===== config.mk =====
export PLATFORM = sky130hd
export DESIGN_NAME = fetch_seq
export DESIGN_NICKNAME = d
export VERILOG_FILES = /design/src/rtl/fetch_seq.sv
export SDC_FILE = /design/constraint.sdc
export NUM_CORES = 1
export LEC_CHECK = 0
export CAP_MARGIN = 20
export CORE_AREA = 2 2 60 62
export CTS_CLUSTER_DIAMETER = 100
export DETAILED_ROUTE_END_ITERATION = 10
export DIE_AREA = 0 0 62 64
export PLACE_DENSITY_LB_ADDON = 0.15
export SETUP_SLACK_MARGIN = 0.4
export SLEW_MARGIN = 20
export SYNTH_ARGS = -nofsm -noshare
export SYNTH_HDL_FRONTEND = slang
export SYNTH_SLANG_ARGS = --single-unit

===== constraint.sdc =====
create_clock -name clk -period 2.2 [get_ports clk]
set_input_delay 0.44 -clock clk [delete_from_list [all_inputs] [get_ports clk]]
set_output_delay 0.44 -clock clk [all_outputs]
set_load 0.05 [all_outputs]

===== src/rtl/fetch_seq.sv =====
// Instruction fetch sequencer: reads 1- or 2-byte instructions from program memory,
// presents them to the execute stage and applies taken jumps. Optional macro: FETCH_SEQ_HALT_EN.
module fetch_seq (
    input  logic       clk,
    input  logic       rst_n,
`ifdef FETCH_SEQ_HALT_EN
    input  logic       halt,
    output logic       halted,
`endif
    output logic [8:0] mem_addr,
    output logic       mem_rd,
    input  logic [7:0] mem_rdata,
    input  logic       mem_valid,
    output logic [7:0] opcode,
    output logic [7:0] operand,
    output logic       instr_valid,
    input  logic       instr_ack,
    input  logic       jump_operation,
    input  logic       jump_condition,
    output logic [8:0] pc,
    output logic [1:0] dbg_state
);

    // Handshakes: a memory read completes on a cycle with mem_rd=1 and mem_valid=1
    // (mem_addr is held until then); an instruction retires on a cycle with
    // instr_valid=1 and instr_ack=1. Either strobe is ignored without its partner.

    typedef enum logic [1:0] {
        FETCH_OP  = 2'd0,
        FETCH_ARG = 2'd1,
        DECODE    = 2'd2,
        EXEC      = 2'd3
    } state_t;

    state_t     state_q;
    state_t     state_d;
    logic       run_q;
    logic       hold;
    logic       rd_take;
    logic       ack_take;
    logic       jump_take;
    logic [8:0] pc_q;
    logic [7:0] opcode_q;
    logic [7:0] operand_q;

    // run_q keeps mem_rd low during reset and rises on the first edge after it.
    always_ff @(posedge clk or negedge rst_n) begin
        if (!rst_n) begin
            run_q <= 1'b0;
        end else begin
            run_q <= 1'b1;
        end
    end

`ifdef FETCH_SEQ_HALT_EN
    logic halted_q;

    // halt is looked at only when FETCH_OP is entered (reset exit or retirement).
    always_ff @(posedge clk or negedge rst_n) begin
        if (!rst_n) begin
            halted_q <= 1'b0;
        end else if (!run_q || ack_take) begin
            halted_q <= halt;
        end else if (halted_q && !halt) begin
            halted_q <= 1'b0;
        end
    end

    assign hold   = halted_q;
    assign halted = halted_q;
`else
    assign hold = 1'b0;
`endif

    // State register
    always_ff @(posedge clk or negedge rst_n) begin
        if (!rst_n) begin
            state_q <= FETCH_OP;
        end else begin
            state_q <= state_d;
        end
    end

    // Next-state logic
    always_comb begin
        state_d = state_q;
        case (state_q)
            FETCH_OP: begin
                if (rd_take) begin
                    state_d = mem_rdata[7] ? FETCH_ARG : DECODE;
                end
            end
            FETCH_ARG: begin
                if (rd_take) begin
                    state_d = DECODE;
                end
            end
            DECODE: begin
                state_d = EXEC;
            end
            EXEC: begin
                if (instr_ack) begin
                    state_d = FETCH_OP;
                end
            end
            default: begin
                state_d = FETCH_OP;
            end
        endcase
    end

    // Output logic
    always_comb begin
        mem_rd      = 1'b0;
        instr_valid = 1'b0;
        case (state_q)
            FETCH_OP:  mem_rd = run_q && !hold;
            FETCH_ARG: mem_rd = run_q;
            EXEC:      instr_valid = 1'b1;
            default: begin
                mem_rd      = 1'b0;
                instr_valid = 1'b0;
            end
        endcase
    end

    assign rd_take   = mem_rd && mem_valid;
    assign ack_take  = (state_q == EXEC) && instr_ack;
    assign jump_take = ack_take && jump_operation && jump_condition;

    // pc wraps modulo 512 through the 9-bit add.
    always_ff @(posedge clk or negedge rst_n) begin
        if (!rst_n) begin
            pc_q      <= 9'h000;
            opcode_q  <= 8'h00;
            operand_q <= 8'h00;
        end else begin
            if (rd_take) begin
                pc_q <= pc_q + 9'd1;
                if (state_q == FETCH_OP) begin
                    opcode_q <= mem_rdata;
                    if (!mem_rdata[7]) begin
                        operand_q <= 8'h00;
                    end
                end else begin
                    operand_q <= mem_rdata;
                end
            end else if (jump_take) begin
                pc_q <= {opcode_q[0], operand_q};
            end
        end
    end

    assign pc        = pc_q;
    assign mem_addr  = pc_q;
    assign opcode    = opcode_q;
    assign operand   = operand_q;
    assign dbg_state = state_q;

endmodule


==> impl_results.md, run 1 <==
* Critical path endpoint category: output pin
* Vias in the first global route at 1183
* Ratio of cells with drive above 1 in the final layout at 0.264
* Gpl congestion at between 0.7 and 0.8
* Syn_nets at 150
* Wire per inst at about 14 µm
* Via density at around 5.2
* Synth area leaders: dfrtp_1 50%, mux2_2 6.4%, buf_4 5.3%
* Routed wire length at ~3200 µm
* Pre-antenna DRT Iters at 6
* Row cnt at 21
* Iter 0 DRT Violations at 42
* Core box area at around 3300 µm²
* Synth area leader: dfrtp_1
* Post-Syn Area per Cell at 10.9 µm²
* H-tree depth at 1
* CTS tree: built
* Diodes inserted at 0
* Num Clock Sinks at 28
* Drc violations at 0
* Largest net degree at the start of global routing at 29
* Outcome: finished, final reports clean
* Setup TNS at 0 ps
* Crit path DAT at 1400 ps
* Crit start category: flip-flop
* Required time of the critical path at approximately 1800 ps
* Register area share after synthesis at 0.496
* Post-layout min period at 1840 ps
* CP max FO at 4
* Yosys reg bits at 28
* Die height at roughly 64 µm
* Number of port buffers at roughly 50
* Total CTS buffers at 3
* Maxcap violations at 0
* Root Driver: clkbuf_4
* Ys Warns at 0
* Post-layout nets at between 200 and 250
* Initial antenna violation count at 0
* IO Pins at 52
* Clk_lat worst skew at approximately 330 ps
* RSZ-0062 raised after global routing: yes
* Share of the synthesized area in the top cell type at 0.496
* Clk_skew at ~7.9 ps
* Synth Instances at 130
* Final hold vios at 0
* Final Setup Violations at 0
* Fin crit share at 0.835
* Die area at 3970 µm²
* Max frequency at approximately 540 MHz
* Die width at between 60 and 70 µm
* Via count at approximately 1.2k
* Max Slew Vio Count at 0
* Hold crit path type: in2async
* Post-DP HPWL at around 2400 µm
* Layout area overhead at 42.1%
* WS Path Type: reg2out
* Distinct cells, synth at 27
* Post-route ant nets at 0
* GRT Resource Usage Total at 0.173
* Global-route wire length before repair at about 5300 µm
* Grt total ovfl at 0
* Synth Cell Area at ~1400 µm²
* Max clock buf depth at 2
* Worst-path clk slew at 150 ps
* Starting density of the core at 0.430
==> layout by cell type (no fill, tap or decap), types with 2 or more instances in the layout <==
cell,count
dfrtp_1,26
dlygate4sd2_1,22
clkdlybuf4s50_1,13
a21oi_1,9
clkbuf_2,9
nand2_1,8
nor2_1,8
mux2_2,8
a22o_1,7
buf_4,7
nand3_1,6
mux2i_1,5
o21ai_0,5
inv_1,4
o32ai_1,4
clkdlybuf4s15_1,4
ha_1,3
ha_4,3
clkbuf_4,3
inv_4,2
nand4_1,2
nand2_2,2
o22ai_1,2
dfrtp_2,2
clkdlybuf4s15_2,2
buf_6,2
==> worst paths after layout <==
path,endpoint,slack [ps],cells after the start,startpoint
max,mem_rd,360,6,dbg_state[0]$_DFFE_PN0P_
min,mem_addr[0]$_DFFE_PN0P_,470,2,rst_n
max reg2reg,mem_addr[3]$_DFFE_PN0P_,430,8,dbg_state[0]$_DFFE_PN0P_
min reg2reg,opcode[5]$_DFFE_PN0P_,520,1,opcode[5]$_DFFE_PN0P_
max in group asynchronous,dbg_state[0]$_DFFE_PN0P_,1460,2,rst_n
min in group clk,opcode[5]$_DFFE_PN0P_,520,1,opcode[5]$_DFFE_PN0P_
==> area by class of cell <==
cell class / count / area [µm²]
timing repair buffer: 60 / 526
sequential: 28 / 703
tap: 46 / 57.6
multi-input combinational: 84 / 659
inverter: 6 / 27.5
clock buffer: 4 / 36.3
fill: 283 / 1270
==> worst max-delay path, stage by stage (launching register included) <==
cell	delay [ps]
dfrtp_2	460
buf_6	130
inv_4	50
ha_4	130
nor2_4	40
nor2b_4	120
buf_12	140
==> sequential cells by signal (all words and copies together), names as in the netlist <==
signal and cells:
run_q 1, opcode 8, mem_addr 9, operand 8, dbg_state 2
==> cell families after synthesis <==
| family | share of synthesized area |
|---|---|
| simple gates | 0.103 |
| other cells | 0.00265 |
| flops | 0.496 |
| compound gates | 0.166 |
| mux | 0.0991 |
| buf+inv | 0.0805 |
| fa+ha+maj | 0.0531 |
==> per-layer routing <==
metal	GRT usage	vias up	wire, µm
li1	-	563	-
met1	0.221	567	1400
met2	0.286	53	1560
met3	0.0344	4	236
met4	0.0532	0	20
met5	0	-	0
==> through the flow <==
stage	hold slack [ps]	util	area [µm²]	cells	setup WS (ps)
2_1_floorplan	144	-	1440	130	410
3_3_place_gp	487	0.589	1930	216	259
3_5_place_dp	493	0.589	1930	216	201
4_1_cts	482	0.619	2030	227	215
5_1_grt	497	0.612	2010	228	308
6_report	469	0.612	2010	228	364
==> Yosys cell counts <==
cell,n
a211oi_1,1
a21oi_1,9
a22o_1,7
buf_2,1
buf_4,10
buf_6,1
conb_1,1
dfrtp_1,28
ha_1,6
inv_1,6
mux2_2,8
mux2i_1,5
nand2_1,10
nand2b_1,2
nand3_1,6
nand4_1,2
nor2_1,9
nor2_2,1
nor2b_1,1
o211a_1,1
o211ai_4,1
o21ai_0,5
o221ai_1,1
o22a_1,1
o22ai_1,2
o32ai_1,4
or2_1,1
==> timing repair <==
action,CTS,global route
resized for setup,55,21
setup buffers,7,1
setup endpoints to repair,50,37
pin swaps,2,0
hold buffers,0,0
Power of run 1 is left out: the tool's default activity adds up to more than one toggle a clock period on the data nets, which glitch-free logic cannot reach.
==> run 2, diff against run 1 <==
Settings changed: CORE_AREA 2 2 60 62 to 2 2 64 66, DIE_AREA 0 0 62 64 to 0 0 66 68.
Clock period 2.2 ns to 1.45 ns, I/O delays scaled along.
==> run 2 against run 1 <==
Against the previous run:
- sequential share of layout area shrank 11 points
- critical path type is now reg2reg
- cell count increased by 20%
- register-to-register slack worse by 650 ps
- count of clock-buffer cells in the layout shrank 1
- hold slack lost 88 ps
- first-iteration DRC count rose to 3.2 times the previous value
- worst setup slack worse by 580 ps
- via count grew 22%
- sequential cell count stayed put
- the run now ends with negative setup slack left
- critical path depth increased by 1
==> impl_results.md, run 2 (synthesis results as in run 1) <==
* WS Path Type: reg2reg
* Final hold slack at between 300 and 400 ps
* Max Slew Vio Count at 0
* Num Clock Sinks at 28
* Setup TNS at -3690 ps
* Worst VDD drop at ~1.8 mV
* Worst setup margin at -220 ps
* Die area at around 4500 µm²
* Grt total ovfl at 0
* Core box area at roughly 3900 µm²
* Hold_buf cts at 0
* Clk_lat worst skew at around 280 ps
* Seq pwr share at 0.197
* Diodes inserted at 0
* GRT Resource Usage Total at 0.219
* P per Cell Area at approximately 2800 nW/µm²
* Most common cell after layout, fill and taps aside: buf_12
* Max clock buf depth at 2
* Final core area utilization at 0.791
* Post-layout min period at between 1500 and 2000 ps
* Die width at roughly 66 µm
* P_leak at 1.37 nW
* Vias in the first global route at roughly 1.5k
* Placed cell areas at around 2500 µm²
* Critical path endpoint category: flip-flop
* Final Setup Violations at 27
* Die height at about 68 µm
* Gpl congestion at between 0.7 and 0.8
* Initial antenna violation count at 0
* Layout area overhead at 116%
* CP max FO at 7
* Hold crit path type: in2async
* Global-route wire length before repair at between 7000 and 8000 µm
* CTS tree: built
* Design area at about 3000 µm²
* Post-DP HPWL at a little under 3000 µm
* Failing checks: negative setup slack
* Total CTS buffers at 3
* Post-layout nets at between 200 and 250
* Crit start category: flip-flop
* Iter 0 DRT Violations at about 130
* Crit path DAT at ~1900 ps
* Largest net degree at the start of global routing at 29
* Post-route ant nets at 0
* Number of port buffers at 51
* Clk_skew at ~6 ps
* Max frequency at 599 MHz
* Sw Share at 0.453
* Switch Pwr at 3.93 mW
* Max reg flops at 9
* Most frequent cells in the layout: 41 x buf_12, 32 x buf_4, 15 x buf_6
* H-tree depth at 1
* Internal power at between 4 and 5 mW
* Maxcap violations at 0
* Routed wire length at 5090 µm
* Drc violations at 0
* Pre-antenna DRT Iters at 4
* Combinational Power Share at 0.730
* Root Driver: clkbuf_8
* Wire per inst at approximately 19 µm
* Row cnt at 23
* Fin crit share at 1.15
* Ratio of cells with drive above 1 in the final layout at 0.637
* RSZ-0062 raised after global routing: yes
* Worst-path clk slew at around 100 ps
* Via density at ~5.3
* Final hold vios at 0
* Required time of the critical path at around 1600 ps
* Power Total at 8.67 mW
* Starting density of the core at 0.367
* Clock share of power at 0.073
* IO Pins at 52
* Via count at 1453
* Outcome: finished with violations
* Fillcell total at 209
[run 2: metrics by stage]
| stage | std cells | setup WS [ps] |
|---|---|---|
| finish | 273 | -220 |
| global route | 273 | -271 |
| CTS | 267 | -202 |
| detailed placement | 237 | -301 |
| global placement | 237 | -222 |
| floorplan | 130 | -308 |
[run 2: final timing paths]
path                                               start                      to  slack [ps]  cells past startpoint
max in group asynchronous                          rst_n  operand[1]$_DFFE_PN0P_         760                      2
worst min register to register     opcode[5]$_DFFE_PN0P_   opcode[5]$_DFFE_PN0P_         590                      1
worst max-delay path            dbg_state[0]$_DFFE_PN0P_  operand[1]$_DFFE_PN0P_        -220                      7
worst min-delay path                               rst_n   opcode[0]$_DFFE_PN0P_         380                      2
worst max register to register  dbg_state[0]$_DFFE_PN0P_  operand[1]$_DFFE_PN0P_        -220                      7
min in group clk                   opcode[5]$_DFFE_PN0P_   opcode[5]$_DFFE_PN0P_         590                      1
[run 2: power groups by stage]
stage               Combinational (mW)  Sequential (mW)  Clock (mW)
finish                            6.33             1.71       0.636
global route                      6.60             1.75       0.656
floorplan                         1.60             2.75           0
CTS                               6.00             1.70       0.635
detailed placement                5.21             1.75           0
global placement                  5.10             1.74           0
[run 2: critical path: stages, from the launching register on]
cell      delay, ps
dfrtp_2         440
buf_6           120
ha_4            180
o211ai_4        290
buf_6           160
nor2_4           30
buf_6           120
a22o_1          220
[run 2: timing repair]
item                       CTS  global route
pin swaps                   20             1
resized for setup           40            15
setup endpoints to repair   65            65
buffers inserted            26             6
[run 2: metal layers]
metal	global-route usage	vias up	wire (µm)
met3	0.0477	14	330
met2	0.405	63	2780
met5	0	-	0
li1	-	641	-
met1	0.247	735	1860
met4	0.0816	0	114
[run 2: cell type report]
cell class	count	area, µm²	share of cell area
clock buffer	3	41.3	0.0135
sequential	28	718	0.235
timing repair buffer	101	1360	0.446
multi-input combinational	84	815	0.267
tap	50	62.6	0.0205
clock inverter	1	30.0	0.00984
inverter	6	25.0	0.00820
Power figures use the tool's default switching activity.
==> run 3, diff against run 2 <==
Settings changed: CAP_MARGIN 20 to 0, CTS_CLUSTER_SIZE from default to 25.
==> results of run 3 <==
Same layout as run 2: the final DEF is identical, and so are final timing and power.
